`src/rtl/key_tone_pkg.sv`:
```
// Shared types and pitch table for the keyboard tone generator.
// BASE_PERIOD holds lowest-octave half-periods in clocks, indexed by semitone.
package key_tone_pkg;

  localparam int BASE_W = 12;
  localparam logic [BASE_W-1:0] PERIOD_MIN = 12'd2;

  localparam logic [BASE_W-1:0] BASE_PERIOD [12] = '{
    12'd2959, 12'd2830, 12'd2675, 12'd2536, 12'd2381, 12'd2244,
    12'd2122, 12'd1992, 12'd1878, 12'd1775, 12'd1669, 12'd1587
  };

  typedef enum logic [1:0] {
    ST_IDLE    = 2'd0,
    ST_PLAY    = 2'd1,
    ST_RELEASE = 2'd2
  } tone_state_e;

  // Octave of the note plus the requested shift halves the base period per step.
  function automatic logic [BASE_W-1:0] target_period(input logic [5:0] note,
                                                      input int unsigned oct);
    logic [3:0]      semi;
    logic [2:0]      note_oct;
    int unsigned     shamt;
    logic [BASE_W-1:0] p;
    semi     = 4'(note % 6'd12);
    note_oct = 3'(note / 6'd12);
    shamt    = 32'(note_oct) + oct;
    p        = (shamt >= 32'(BASE_W)) ? '0 : (BASE_PERIOD[semi] >> shamt);
    if (p < PERIOD_MIN) p = PERIOD_MIN;
    return p;
  endfunction

endpackage

```
`src/rtl/tone_divider.sv`:
```
// Square-wave divider: counts 0..period-1 and toggles the tone at the top.
// A shrinking period with the count already past it toggles on the next edge.
module tone_divider #(
  parameter int PERIOD_W = 32
) (
  input  logic                clock,
  input  logic                resetn,
  input  logic                clear,
  input  logic                enable,
  input  logic [PERIOD_W-1:0] period,
  output logic                tone
);

  logic [PERIOD_W-1:0] cnt_q, cnt_d;
  logic                tone_q, tone_d;

  always_comb begin
    cnt_d  = cnt_q;
    tone_d = tone_q;
    if (clear) begin
      cnt_d  = '0;
      tone_d = 1'b0;
    end else if (enable) begin
      if (cnt_q >= period - PERIOD_W'(1)) begin
        cnt_d  = '0;
        tone_d = ~tone_q;
      end else begin
        cnt_d = cnt_q + PERIOD_W'(1);
      end
    end
  end

  always_ff @(posedge clock) begin
    if (resetn) begin
      cnt_q  <= '0;
      tone_q <= 1'b0;
    end else begin
      cnt_q  <= cnt_d;
      tone_q <= tone_d;
    end
  end

  assign tone = tone_q;

endmodule

```
`src/rtl/key_tone_gen.sv`:
```
// Keyboard tone generator: highest-pitch key select, gate FSM and square-wave output.
// Optional period glide is built when KEY_TONE_GEN_GLIDE_EN is defined.
//
// state      | meaning
// -----------+---------------------------------------------------------
// ST_IDLE    | no key, tone silent, divider held at zero
// ST_PLAY    | key held, gate high, period tracks the selected note
// ST_RELEASE | keys up, tone keeps running for RELEASE_CYC clocks
module key_tone_gen
  import key_tone_pkg::*;
#(
  parameter int NUM_KEYS    = 12,
  parameter int PERIOD_W    = 32,
  parameter int OCT_W       = 2,
  parameter int RELEASE_CYC = 16
`ifdef KEY_TONE_GEN_GLIDE_EN
  , parameter int GLIDE_DIV = 64
`endif
) (
  input  logic                clock,
  input  logic                resetn,
  input  logic [NUM_KEYS-1:0] keys,
  input  logic [OCT_W-1:0]    octave,
  output logic [PERIOD_W-1:0] period,
  output logic [5:0]          note_idx,
  output logic                gate,
  output logic                tone
);

  localparam int REL_W = (RELEASE_CYC > 1) ? $clog2(RELEASE_CYC) : 1;
  localparam logic [REL_W-1:0] REL_LOAD = REL_W'(RELEASE_CYC - 1);

  logic [NUM_KEYS-1:0] keys_q, keys_d;
  logic [OCT_W-1:0]    oct_q, oct_d;
  tone_state_e         state_q, state_d;
  logic [REL_W-1:0]    rel_cnt_q, rel_cnt_d;
  logic [PERIOD_W-1:0] period_q, period_d;
  logic [5:0]          note_q, note_d;

  logic                sel_any;
  logic [5:0]          sel_idx;
  logic [PERIOD_W-1:0] target;

  assign keys_d = keys;
  assign oct_d  = octave;

  // Later (higher) notes override earlier ones, so the highest pitch wins.
  always_comb begin
    sel_any = 1'b0;
    sel_idx = '0;
    for (int i = 0; i < NUM_KEYS; i++) begin
      if (keys_q[NUM_KEYS-1-i]) begin
        sel_any = 1'b1;
        sel_idx = 6'(i);
      end
    end
    target = PERIOD_W'(target_period(sel_idx, 32'(oct_q)));
  end

  always_comb begin
    state_d   = state_q;
    rel_cnt_d = rel_cnt_q;
    case (state_q)
      ST_IDLE: begin
        if (sel_any) state_d = ST_PLAY;
      end
      ST_PLAY: begin
        if (!sel_any) begin
          state_d   = ST_RELEASE;
          rel_cnt_d = REL_LOAD;
        end
      end
      ST_RELEASE: begin
        // A key arriving as the release window expires keeps the note alive.
        if (sel_any)                state_d = ST_PLAY;
        else if (rel_cnt_q == '0)   state_d = ST_IDLE;
        else                        rel_cnt_d = rel_cnt_q - REL_W'(1);
      end
      default: state_d = ST_IDLE;
    endcase
  end

`ifdef KEY_TONE_GEN_GLIDE_EN
  localparam int GLIDE_W = (GLIDE_DIV > 1) ? $clog2(GLIDE_DIV) : 1;
  localparam logic [GLIDE_W-1:0] GLIDE_LOAD = GLIDE_W'(GLIDE_DIV - 1);

  logic [GLIDE_W-1:0] glide_cnt_q, glide_cnt_d;

  always_comb begin
    note_d      = note_q;
    period_d    = period_q;
    glide_cnt_d = glide_cnt_q;
    if (sel_any) begin
      note_d = sel_idx;
      if (state_q == ST_IDLE) begin
        period_d    = target;
        glide_cnt_d = GLIDE_LOAD;
      end else if (period_q == target) begin
        glide_cnt_d = GLIDE_LOAD;
      end else if (glide_cnt_q == '0) begin
        period_d    = (period_q > target) ? period_q - PERIOD_W'(1)
                                          : period_q + PERIOD_W'(1);
        glide_cnt_d = GLIDE_LOAD;
      end else begin
        glide_cnt_d = glide_cnt_q - GLIDE_W'(1);
      end
    end
  end

  always_ff @(posedge clock) begin
    if (resetn) glide_cnt_q <= '0;
    else        glide_cnt_q <= glide_cnt_d;
  end
`else
  always_comb begin
    note_d   = note_q;
    period_d = period_q;
    if (sel_any) begin
      note_d   = sel_idx;
      period_d = target;
    end
  end
`endif

  always_ff @(posedge clock) begin
    if (resetn) begin
      keys_q    <= '0;
      oct_q     <= '0;
      state_q   <= ST_IDLE;
      rel_cnt_q <= '0;
      period_q  <= '0;
      note_q    <= '0;
    end else begin
      keys_q    <= keys_d;
      oct_q     <= oct_d;
      state_q   <= state_d;
      rel_cnt_q <= rel_cnt_d;
      period_q  <= period_d;
      note_q    <= note_d;
    end
  end

  // Clearing on the edge into IDLE silences the tone as soon as IDLE is entered.
  tone_divider #(
    .PERIOD_W (PERIOD_W)
  ) u_divider (
    .clock  (clock),
    .resetn (resetn),
    .clear  (state_d == ST_IDLE),
    .enable (state_q != ST_IDLE),
    .period (period_q),
    .tone   (tone)
  );

  assign period   = period_q;
  assign note_idx = note_q;
  assign gate     = (state_q == ST_PLAY);

endmodule

```
`config.mk`:
```
export PLATFORM = sky130hd
export DESIGN_NAME = key_tone_gen
export DESIGN_NICKNAME = d
export VERILOG_FILES = /design/src/rtl/key_tone_pkg.sv /design/src/rtl/tone_divider.sv /design/src/rtl/key_tone_gen.sv
export SDC_FILE = /design/constraint.sdc
export NUM_CORES = 1
export LEC_CHECK = 0
export ABC_AREA = 1
export BUFFER_PORTS_ARGS = -buffer_cell sky130_fd_sc_hd__buf_2
export CAP_MARGIN = 20
export CORE_MARGIN = 1
export CORE_UTILIZATION = 46
export CTS_BUF_LIST = sky130_fd_sc_hd__clkbuf_8 sky130_fd_sc_hd__clkbuf_16
export CTS_CLUSTER_DIAMETER = 150
export DETAILED_ROUTE_END_ITERATION = 7
export GPL_ROUTABILITY_DRIVEN = 0
export GPL_TIMING_DRIVEN = 0
export HOLD_SLACK_MARGIN = 0.05
export PLACE_DENSITY = 0.65
export SLEW_MARGIN = 20
export SYNTH_ARGS = -nofsm -noshare
export SYNTH_HDL_FRONTEND = slang
export SYNTH_HIERARCHICAL = 1
export SYNTH_SLANG_ARGS = --single-unit
```
`constraint.sdc`:
```
create_clock -name clock -period 6.2 [get_ports clock]
set_input_delay 0.62 -clock clock [delete_from_list [all_inputs] [get_ports clock]]
set_output_delay 0.62 -clock clock [all_outputs]
set_load 0.05 [all_outputs]
```
# Yosys cells after proc, flatten, opt, wreduce, memory -nomap -nowiden
# Memory sizes are Yosys's and may differ from the RTL's.
# Index checks and enable logic that the tools add are counted.
[totals]
ff_bits = 71
romBits = 192
inputBits = 16
out_inout_bits = 40
word_cells = 72
memories = 1
[mem_list]
columns = ["name", "words", "width", "rd", "rd_clocked_by_memory_dff", "write_ports", "line_no", "source"]
rows = [
  ["(name not given)", 16, 12, 1, 0, 0, "key_tone_pkg.sv:29", "p = (shamt >= 32'(BASE_W)) ? '0 : (BASE_PERIOD[semi] >> shamt);"],
]
[op_classes]
add_sub_neg = 4
n_div = 2
n_lt_le_gt_ge = 4
eq_ne = 5
shifts = 1
muxes = 37
n_bitwise = 2
reduce_logical = 8
[ops]
columns = ["operator", "n"]
rows = [
  ["6-bit two-way mux", 10],
  ["12-bit two-way mux", 4],
  ["32-bit by 1-bit adder with 32-bit output (second input constant)", 1],
  ["32-bit >= comparator", 1],
  ["32-bit two-way mux", 1],
  ["1-bit two-way mux", 13],
  ["12-bit by 1-bit subtractor with 13-bit output (second input constant)", 1],
  ["12-bit by 2-bit less-than comparator with 1-bit output (second input constant)", 1],
  ["4-bit two-way mux", 3],
  ["12-bit by 4-bit right shift with 12-bit output", 1],
  ["2-bit two-way mux", 4],
  ["4-bit one-hot mux with 2 select lines", 1],
  ["6-bit by 4-bit divider with 6-bit output (second input constant)", 1],
  ["6-bit by 4-bit remainder unit with 6-bit output (second input constant)", 1],
  ["2-bit != test (second input constant)", 3],
  ["2-bit one-hot mux with 3 select lines", 1],
  ["5-bit >= comparator (second input constant)", 1],
  ["4-bit inverter with 5-bit output", 1],
  ["3-bit by 2-bit adder with 4-bit output", 1],
  ["4-bit >= comparator (second input constant)", 1],
  ["2-bit logical NOT", 2],
  ["4-bit logical NOT", 1],
  ["4-bit AND reduction", 1],
  ["2-bit nonzero test", 2],
  ["6 further kinds", 6],
]

# Depth between registers and ports, before layout
[logic_depth]
word_depth = 20
mapped_depth = 24

# Cells and area by module
# The synthesis kept the hierarchy.
[modules_own_cells]
columns = ["mod", "n_inst", "cells_each", "area_each_um2"]
rows = [
  ["tone_divider", 1, 446, 3050.4],
  ["key_tone_gen", 1, 342, 2306.0],
]

# Worst setup path before layout
# Ideal clock, no wire load.
[synth_path]
path_kind = "register -> register"
start = "register period_q[0] (netlist: period[0])"
end = "register u_divider.cnt_q[18]"
setup_time_ps = 117
t_arrival_ps = 2917
required_ps = 6083
slack_ps = 3166
path_stages_with_launch = 22
n_path_buf = 1
cell_sequence = "dfxtp_1 > inv_1 > ha_1 > nand2_1 > nor2_2 > nand2_2 > inv_2 > nand4_1 > nor2_1 > nand3_1 > xor2_1 > ha_1 > nand2_1 > nor2_1 > nand2_1 > nor4_1 > nand2_1 > nand2_1 > nand2_1 > nand2_1 > buf_2 > nor2_1"
[synth_between]
elab_chain_len = 3
[synth_rtl]
columns = ["element", "line_no", "source"]
rows = [
  ["start: declaration", "key_tone_gen.sv:37", "logic [PERIOD_W-1:0] period_q, period_d;"],
  ["start signal: assignment", "key_tone_gen.sv:138", "period_q <= period_d;"],
  ["12-bit by 1-bit subtractor with 13-bit output", "tone_divider.sv:24", "if (cnt_q >= period - PERIOD_W'(1)) begin"],
  ["32-bit >= comparator", "tone_divider.sv:24", ""],
  ["32-bit two-way mux", "tone_divider.sv:24", ""],
  ["end signal: assignment", "tone_divider.sv:38", "cnt_q <= cnt_d;"],
  ["end: declaration", "tone_divider.sv:14", "logic [PERIOD_W-1:0] cnt_q, cnt_d;"],
]
# No other way between the ends.
# A chain may end at the register's enable or synchronous reset.

# Final worst setup path
[layout_path]
start = "register period_q[0] (netlist: period[0])"
end = "register u_divider.cnt_q[27]"
# Same word-level chain as after synthesis.

==> impl_metrics.ini <==
[layout]
utilization = 0.5562
drive_gt1_frac = 0.1384
diodes = 0
finalNetCount = 980
final_cells = 1068
area_growth_pct = 18.06

[clock_network]
clock_path_buffers = 2
htreeDepth = 3
clk_latency_ns = 0.34
cts_tree = done
cts.sinks = 69
hold_buffers = 0
numCtsBuffers = 9
root_buffer = clkbuf_16
postCtsSetupBuffers = 0
clk_pin_slew_ns = 0.06
cts-resized-gates = 0

[floorplan]
core_um2 = 11370
die-area_um2 = 12080
std_cell_rows = 39
die_w_um = 109.9
fp.dieH_um = 109.9
io-pin-count = 56
start_util = 0.4711

[run_status]
status = finished clean

[logic_synthesis]
synth_edf_count = 0
synth_xor_area_frac = 0.08503
synth_mux_area_frac = 0
synth_top_area_cell = dfxtp_1
synth_ff_type = dfxtp_1
synth_warnings = 6
synth_cells = 788
ys_ff_latch = 69
synth_compound_area_frac = 0.09017
synth_cell_types = 50
syn_avg_cell_area_um2 = 6.797
yosysSeqAreaShare = 0.2579
yosys-top-cells-count = 165 x nand2_1, 112 x nor2_1, 95 x inv_1
async_reset_ff_frac = 0
ys_top_cells_by_area = dfxtp_1 26%, nand2_1 12%, ha_1 10%, nor2_1 7.8%, inv_1 6.7%
synth_top_area_frac = 0.2579
synthSimpleGateAreaFrac = 0.3431
yosysMostFrequentCell = nand2_1
synth-adder-area-share = 0.1028
synth_top_family_by_area = simple AND/OR/NAND/NOR gates
synth_area_um2 = 5356

[power_and_ir_drop]
vdd_drop_max_v = 0.0002231
power.density_nw_per_um2 = 217.4
p_leak_nw = 3.213

[setup_path]
cp_top_family = simple AND/OR/NAND/NOR gates
regToRegSetupSlack_ns = 2.72
worst_path_largest_cell_delay_ns = 0.33
cp_num_buf_inv = 3
crit_fanout = 10
path_common_cell = nand2_1
cpMaxStageDelayCell = dfxtp_1
cp-start-kind = register
crit_chain = inv_1, ha_1, nand2_1, nor2_2, nand2_2, inv_2, nand4_1, nor2_1, nand3_1, xor2_1, ha_1, nand2_1, nor2_1, nand2_1, nor4_1, nand2_1, nand2_1, nand2_1, nand2_1, buf_2, nor2_1
crit_arrival_ns = 3.71
endpoint_kind = register
critPathKind = reg -> reg
cp.required_ns = 6.42

[route]
vias = 4786
drt-total-wl_mm = 10.87
drtAntennaViolNets = 0
avgRoutedWirePerCell_um = 10.18
drc = 0
drtIter0Drc = 268
vias_per_cell = 4.481
drt-pass1-iter-count = 4

[global_routing]
grt_max_degree = 12
antenna_found_initial = 0
grt_overflow = 0
first_global_vias = 4229
grt_pass1_wl_mm = 18.60
grt_use_total = 0.1993

[placement]
portBuffers = 33
dp_hpwl_mm = 8.801
place_inst = 1052

[timing]
rsz0062_at_grt = false
setup_tns_ns = 0
fin_crit_sh = 0.5619
fin_crit_ns = 3.484
maxSlewViolCount = 0
setup_violations = 0
fmax_mhz = 287.1
skew_ns = 0.008821
finalHoldViolations = 0

[min_path]
hp-class = reg -> reg

[flow_run]
max-cap-violations = 0
worst paths after layout:
kind	from	depth (start not counted)	to
max reg2reg	period[0]$_SDFFE_PP0P_	21	u_divider/cnt_q[27]$_SDFFE_PP0P_
min reg2reg	note_idx[2]$_SDFFE_PP0P_	2	note_idx[2]$_SDFFE_PP0P_
min	note_idx[2]$_SDFFE_PP0P_	2	note_idx[2]$_SDFFE_PP0P_
max	period[0]$_SDFFE_PP0P_	21	u_divider/cnt_q[27]$_SDFFE_PP0P_
sequential cells by signal (all words and copies together), names as in the netlist:
register,count
keys_q,12
note_idx,4
oct_q,2
period,12
rel_cnt_q,4
state_q,2
u_divider/cnt_q,32
u_divider/tone,1
cell type report:
type	instances	area [µm²]
fill	1145	5046
sequential	69	1381
timing repair buffer	33	165.2
multi-input combinational	662	3661
clock inverter	6	53.80
buffer	37	235.2
inverter	108	409.1
tap	143	178.9
clock buffer	10	239.0
worst register-to-register path, stage by stage (launching register included):
cell	delay (ns)
dfxtp_1	0.33
inv_1	0.13
ha_1	0.21
nand2_1	0.10
nor2_2	0.13
nand2_2	0.12
inv_2	0.07
nand4_1	0.12
nor2_1	0.20
nand3_1	0.11
xor2_1	0.17
ha_1	0.27
nand2_1	0.06
nor2_1	0.15
nand2_1	0.10
nor4_1	0.30
nand2_1	0.12
nand2_1	0.11
nand2_1	0.06
nand2_1	0.15
buf_2	0.29
nor2_1	0.09
layout by cell type, fill, tap and decap left out, types with 2 or more instances in the layout:
master,n
a21o_1,3
a21oi_1,33
a21oi_2,4
a31oi_1,3
buf_1,3
buf_2,38
buf_4,22
clkbuf_1,6
clkbuf_16,9
clkinv_1,2
clkinv_2,5
conb_1,89
dfxtp_1,69
ha_1,44
inv_1,96
inv_2,9
nand2_1,165
nand2_2,6
nand2_4,2
nand3_1,53
nand3_2,3
nand3_4,2
nand3b_1,3
nand4_1,13
nor2_1,112
nor2_2,6
nor2_4,5
nor3_1,13
nor3_2,2
nor3_4,2
nor4_1,3
o211ai_1,3
o21a_1,2
o21ai_0,17
o21ai_1,6
o21ai_2,2
o22ai_1,3
or2_1,2
xnor2_1,13
xor2_1,39
power breakdown:
group	switching [mW]	internal (mW)
logic	0.260	0.121
clock network	0.190	0.317
registers	0.0215	0.464
through the flow:
step           setup WS, ns  hold WS [ns]  power, mW  instance area (µm²)
3_3_place_gp          2.633        0.4520     0.8748                 6031
4_1_cts               2.562        0.4616      1.388                 6324
3_5_place_dp          2.579        0.4556     0.8750                 6031
5_1_grt               2.278        0.4711      1.462                 6324
2_1_floorplan         3.166        0.4838     0.8024                 5687
6_report              2.716        0.4644      1.374                 6324
kinds of logic after synthesis:
family / count (synthesis)
AO/OA/AOI/OAI: 81
adder cells (fa/ha/maj): 44
other: 1
AND/OR/NAND/NOR: 396
flip-flops: 69
buffers and inverters: 145
XOR/XNOR: 52
routing by layer:
| metal | up-vias | routed length (µm) | track usage |
|---|---|---|---|
| met5 | - | 0 | 0 |
| li1 | 2668 | - | - |
| met3 | 14 | 495 | 0.04742 |
| met2 | 88 | 4999 | 0.3344 |
| met4 | 0 | 148 | 0.07714 |
| met1 | 2016 | 5226 | 0.2449 |
No activity file was read; power rests on OpenSTA's default activity.
